<file path="config.mk">
export PLATFORM = sky130hd
export DESIGN_NAME = computef_selftest_ctrl
export DESIGN_NICKNAME = d
export VERILOG_FILES = /design/src/rtl/computef_selftest_ctrl.sv
export SDC_FILE = /design/constraint.sdc
export NUM_CORES = 1
export LEC_CHECK = 0
export BUFFER_PORTS_ARGS = -buffer_cell sky130_fd_sc_hd__buf_2
export CAP_MARGIN = 40
export CORE_MARGIN = 5
export CORE_UTILIZATION = 35
export DETAILED_ROUTE_END_ITERATION = 8
export MAX_ROUTING_LAYER = met4
export SYNTH_ARGS = -nofsm -noshare
export SYNTH_HDL_FRONTEND = slang
export SYNTH_SLANG_ARGS = --single-unit
export TNS_END_PERCENT = 10
</file>
<file path="constraint.sdc">
create_clock -name clk -period 2.2 [get_ports clk]
set_input_delay 0.11 -clock clk [delete_from_list [all_inputs] [get_ports clk]]
set_output_delay 0.11 -clock clk [all_outputs]
set_load 0.01 [all_outputs]
</file>
<file path="src/rtl/computef_selftest_ctrl.sv">
// computef_selftest_ctrl
// Built-in self-test sequencer for the CMOS function block F = ~(A&D | E&(B|C)).
// Walks all 32 input vectors onto the block, holds each for SETTLE_CYCLES,
// samples F for one cycle and compares it with the golden function. Reports
// the mismatch count, the first failing vector and an overall pass flag.
// Vector bit order: [4]=A, [3]=B, [2]=C, [1]=D, [0]=E.

module computef_selftest_ctrl #(
    parameter int unsigned SETTLE_CYCLES = 2
) (
    input  logic       clk,
    input  logic       rst_n,
    input  logic       start,
    input  logic       abort,
    input  logic       f_in,
    output logic [4:0] vec_out,
    output logic       busy,
    output logic       done,
    output logic       pass,
    output logic [5:0] err_count,
    output logic [4:0] first_fail_vec,
    output logic       first_fail_valid
);

    localparam logic [1:0] ST_IDLE   = 2'd0;
    localparam logic [1:0] ST_SETTLE = 2'd1;
    localparam logic [1:0] ST_SAMPLE = 2'd2;
    localparam logic [1:0] ST_DONE   = 2'd3;

    // Counter reload value; SETTLE lasts reload+1 cycles, i.e. SETTLE_CYCLES.
    localparam logic [3:0] SETTLE_RELOAD = 4'(SETTLE_CYCLES - 1);

    logic [1:0] state_q, state_d;
    logic [4:0] vec_q, vec_d;
    logic [3:0] cnt_q, cnt_d;
    logic [5:0] err_q, err_d;
    logic [4:0] ffv_q, ffv_d;
    logic       ffvalid_q, ffvalid_d;

    logic golden;
    logic mismatch;

    // Golden response for the vector currently on the bus; case-inequality
    // makes an undriven or unknown F count as a failure.
    always_comb begin
        golden   = ~((vec_q[4] & vec_q[1]) | (vec_q[0] & (vec_q[3] | vec_q[2])));
        mismatch = (f_in !== golden);
    end

    // Sequencer next-state: start from IDLE/DONE clears results and begins at
    // vector 0; abort while busy returns to IDLE without recording the sample.
    always_comb begin
        state_d   = state_q;
        vec_d     = vec_q;
        cnt_d     = cnt_q;
        err_d     = err_q;
        ffv_d     = ffv_q;
        ffvalid_d = ffvalid_q;
        case (state_q)
            ST_IDLE, ST_DONE: begin
                if (start) begin
                    state_d   = ST_SETTLE;
                    vec_d     = 5'd0;
                    cnt_d     = SETTLE_RELOAD;
                    err_d     = 6'd0;
                    ffv_d     = 5'd0;
                    ffvalid_d = 1'b0;
                end
            end
            ST_SETTLE: begin
                if (abort) begin
                    state_d = ST_IDLE;
                end else if (cnt_q == 4'd0) begin
                    state_d = ST_SAMPLE;
                end else begin
                    cnt_d = cnt_q - 4'd1;
                end
            end
            ST_SAMPLE: begin
                if (abort) begin
                    state_d = ST_IDLE;
                end else begin
                    if (mismatch) begin
                        err_d = err_q + 6'd1;
                        if (!ffvalid_q) begin
                            ffv_d     = vec_q;
                            ffvalid_d = 1'b1;
                        end
                    end
                    if (vec_q == 5'd31) begin
                        state_d = ST_DONE;
                    end else begin
                        vec_d   = vec_q + 5'd1;
                        cnt_d   = SETTLE_RELOAD;
                        state_d = ST_SETTLE;
                    end
                end
            end
            default: begin
                state_d = ST_IDLE;
            end
        endcase
    end

    // State registers; reset discards any run in progress immediately.
    always_ff @(posedge clk or negedge rst_n) begin
        if (!rst_n) begin
            state_q   <= ST_IDLE;
            vec_q     <= 5'd0;
            cnt_q     <= 4'd0;
            err_q     <= 6'd0;
            ffv_q     <= 5'd0;
            ffvalid_q <= 1'b0;
        end else begin
            state_q   <= state_d;
            vec_q     <= vec_d;
            cnt_q     <= cnt_d;
            err_q     <= err_d;
            ffv_q     <= ffv_d;
            ffvalid_q <= ffvalid_d;
        end
    end

    // Outputs decoded from state; the stimulus bus is parked at 0 when idle.
    always_comb begin
        busy             = (state_q == ST_SETTLE) || (state_q == ST_SAMPLE);
        done             = (state_q == ST_DONE);
        pass             = done && (err_q == 6'd0);
        vec_out          = busy ? vec_q : 5'd0;
        err_count        = err_q;
        first_fail_vec   = ffv_q;
        first_fail_valid = ffvalid_q;
    end

endmodule

</file>
==> run summary <==
Status: complete, no violations
Switching Share: 0.408
Number of flops mapped to enable cells by yosys: 0
HP Class: in2reg
Final setup vio count: 0
Gate Count Post-Synth: 159
Least-Margin Pin Slew: 0.540 ns
Placement row count: 23
Die ar.: 5570 um^2
Filler instances: 409
Sequential share of power: 0.343
Seq/Total Area, Yosys: 0.394
Drt wl/cell: 14.7 um
Worst setup path class: reg2reg
Lkg Pwr: 0.834 nW
Iteration-0 DRC Markers: 44
Critical R2R Launch: vec_q[0]$_DFFE_PN0P_
Core area: 4030 um^2
Hold EP: state_q[1]$_DFFE_PN0P_
Multi-input gate area: 788 um^2
Initial core utilization: 0.363
Worst Hold Depth: 2
Worst Path Arrival: 2.26 ns
Die width: 74.6 um
Max frequency: 487 MHz
Startpoint Class: flop
IO buf count: 24
Skew final: 0.00586 ns
Worst reg2reg setup slack: 0.15 ns
Ant. Diodes: 0
Initial antenna violation count: 0
CP Cell Sequence: ha_1, inv_1, nor3_1, ha_1, nand2_1, or4b_4, or3_1, a21oi_1
Share of layout cells above drive strength 1: 0.218
Clock power frac: 0.171
PD cells: 927 nW/um^2
Synthesized area: 1460 um^2
Share of the synthesized area in the top cell type: 0.394
Avg Cell Area, Syn: 9.19 um^2
Maximum buffer depth of the clock tree: 2
Fin. Hold Viols: 0
DP HPWL: 2570 um
Predominant post-synthesis flop cell: dfrtp_1
Total power: 1.59 mW
Tot GR Track Use: 0.137
Tmin final: 2.05 ns
Storage element area: 576 um^2
First-pass GRT wire length: 5780 um
Most frequent CP cell: ha_1
Root buf cell: clkbuf_8
CTS Buf Count: 3
Vias in the first global route: 1244
CTS H-tree depth: 1
Flops & latches, synth: 23
Setup TNS: 0 ns
Max-Cap Viols: 0
Slowest-stage cell, CP: or4b_4
Fin crit share: 0.934
Top Ports: 25
Gr ovfl total: 0
Library cells used by synthesis: 39
Synth area leader: dfrtp_1
Req. time, crit path: 2.40 ns
Fin nets: 203
DRC: 0
CP peak stage delay: 0.48 ns
Cts repair resizes: 0
Clock Latency Late Sink: 0.27 ns
Die Y: 74.6 um
CTS tree: built
Synthesized net count: 173
Async SR Flop Fraction: 1.00
CP endpoint kind: flop
RePlAce Congestion: 0.868
Slew margin rel.: 0.639
Synth area leaders: dfrtp_1, ha_1, mux2i_1
Max FO, Critical Path: 5
HP Start: abort
Worst-path clk slew: 0.09 ns
Comb pwr share: 0.486
DR vias/cell: 5.33
RSZ-0062 raised after global routing: false
Drt pass-1 iters: 4
TritonCTS Sinks: 23
Switching power: 648 uW
Vias: 1269
Pins Over Slew Limit: 0
P_int: 938 uW
Largest net degree at the start of global routing: 24
FF-to-FF path depth: 8
RR Endpoint: cnt_q[2]$_DFFE_PN0P_
Post-synthesis to final-layout area growth: 17.1%
Number of nets with antenna violations after routing: 0
Peak supply drop: 0.455 mV
Synth Warn #: 0
Detailed Route WL: 3490 um
==> Yosys cell counts (all sizes together) (2+ instances only) <==
cell,count
dfrtp,23
inv,15
nand2,15
nor2,11
o21ai,11
ha,9
nand3,8
mux2i,7
a21oi,5
clkbuf,5
nand2b,4
o211ai,4
a22o,3
nor3,3
nor3b,3
o21a,3
o311ai,3
buf,2
nand3b,2
o22a,2
o22ai,2
o31ai,2
or3,2
or4b,2
==> metrics by stage <==
stage	worst slack, ns	std cells	util	area (um^2)	hold slack [ns]
2_1_floorplan	0.123	159	-	1460	-0.186
3_3_place_gp	0.198	233	0.411	1660	0.118
3_5_place_dp	0.175	233	0.411	1660	0.130
4_1_cts	0.143	238	0.425	1710	0.186
5_1_grt	0.0144	238	0.425	1710	0.207
6_report	0.145	238	0.425	1710	0.193
==> critical path, delay by kind of cell, from the launching register on <==
kind,cells,cell delay (ns)
buffers and inverters,1,0.07
flip-flops,1,0.43
AND/OR/NAND/NOR,4,0.94
AO/OA/AOI/OAI,1,0.14
adder cells (fa/ha/maj),2,0.41
==> registers in the layout, indices dropped and copies added, names as in the netlist <==
| register | flops |
|---|---|
| err_count | 6 |
| first_fail_vec | 5 |
| vec_q | 5 |
| cnt_q | 4 |
| state_q | 2 |
| first_fail_valid | 1 |
==> worst max path at each step <==
| stage | start | endpoint | slack [ns] |
|---|---|---|---|
| 5_1_grt | vec_q[0]$_DFFE_PN0P_ | cnt_q[2]$_DFFE_PN0P_ | 0.01 |
| 2_1_floorplan | state_q[0]$_DFFE_PN0P_ | cnt_q[2]$_DFFE_PN0P_ | 0.12 |
| 3_5_place_dp | vec_q[0]$_DFFE_PN0P_ | cnt_q[2]$_DFFE_PN0P_ | 0.18 |
| 3_3_place_gp | vec_q[0]$_DFFE_PN0P_ | cnt_q[2]$_DFFE_PN0P_ | 0.20 |
| 6_report | vec_q[0]$_DFFE_PN0P_ | cnt_q[2]$_DFFE_PN0P_ | 0.15 |
| 4_1_cts | vec_q[0]$_DFFE_PN0P_ | cnt_q[2]$_DFFE_PN0P_ | 0.14 |
==> layer usage <==
layer | part of all wire | global-route usage | vias up | wire length (um)
met5 | 0 | - | - | 0
met4 | 0.0066 | 0.0415 | 0 | 23
met3 | 0.051 | 0.0294 | 4 | 178
met2 | 0.49 | 0.223 | 27 | 1720
met1 | 0.45 | 0.169 | 608 | 1570
li1 | - | - | 630 | -
==> power groups by stage <==
| stage | Combinational (mW) | Clock, mW | Sequential, mW |
|---|---|---|---|
| floorplan | 0.564 | 0 | 0.541 |
| global placement | 0.749 | 0 | 0.548 |
| detailed placement | 0.769 | 0 | 0.554 |
| CTS | 0.773 | 0.279 | 0.546 |
| global route | 0.857 | 0.291 | 0.551 |
| finish | 0.770 | 0.271 | 0.545 |
==> placed cells by master (no fill, tap or decap), types with 2 or more instances in the layout <==
master,n
a21oi_1,5
a22o_1,3
buf_2,24
buf_4,7
clkbuf_8,3
dfrtp_1,23
ha_1,9
inv_1,15
mux2i_1,7
nand2_1,15
nand2b_1,4
nand3_1,8
nand3b_1,2
nor2_1,11
nor3_1,3
nor3b_1,2
o211ai_1,4
o21a_1,3
o21ai_0,11
o22a_1,2
o22ai_1,2
o311ai_0,3
o31ai_1,2
or3_1,2
==> cells by family after synthesis <==
kind of cell,synth area share
mux,0.0479
fa+ha+maj,0.0771
flops,0.394
compound gates,0.193
simple gates,0.221
buf+inv,0.0668
==> final cells by class <==
cell class                 instances  share of cell area
multi-input combinational        114               0.461
sequential                        23               0.336
tap                               50              0.0365
timing repair buffer              32               0.107
clock buffer                       3              0.0241
clock inverter                     1             0.00292
inverter                          15              0.0329
==> repair_timing <==
| action | 4_1_cts | 5_1_grt |
|---|---|---|
| hold buffers | 1 | 0 |
| buffers inserted | 0 | 0 |
| hold endpoints to repair | 23 | 0 |
Note: power is estimated with default switching activity, not from simulation.
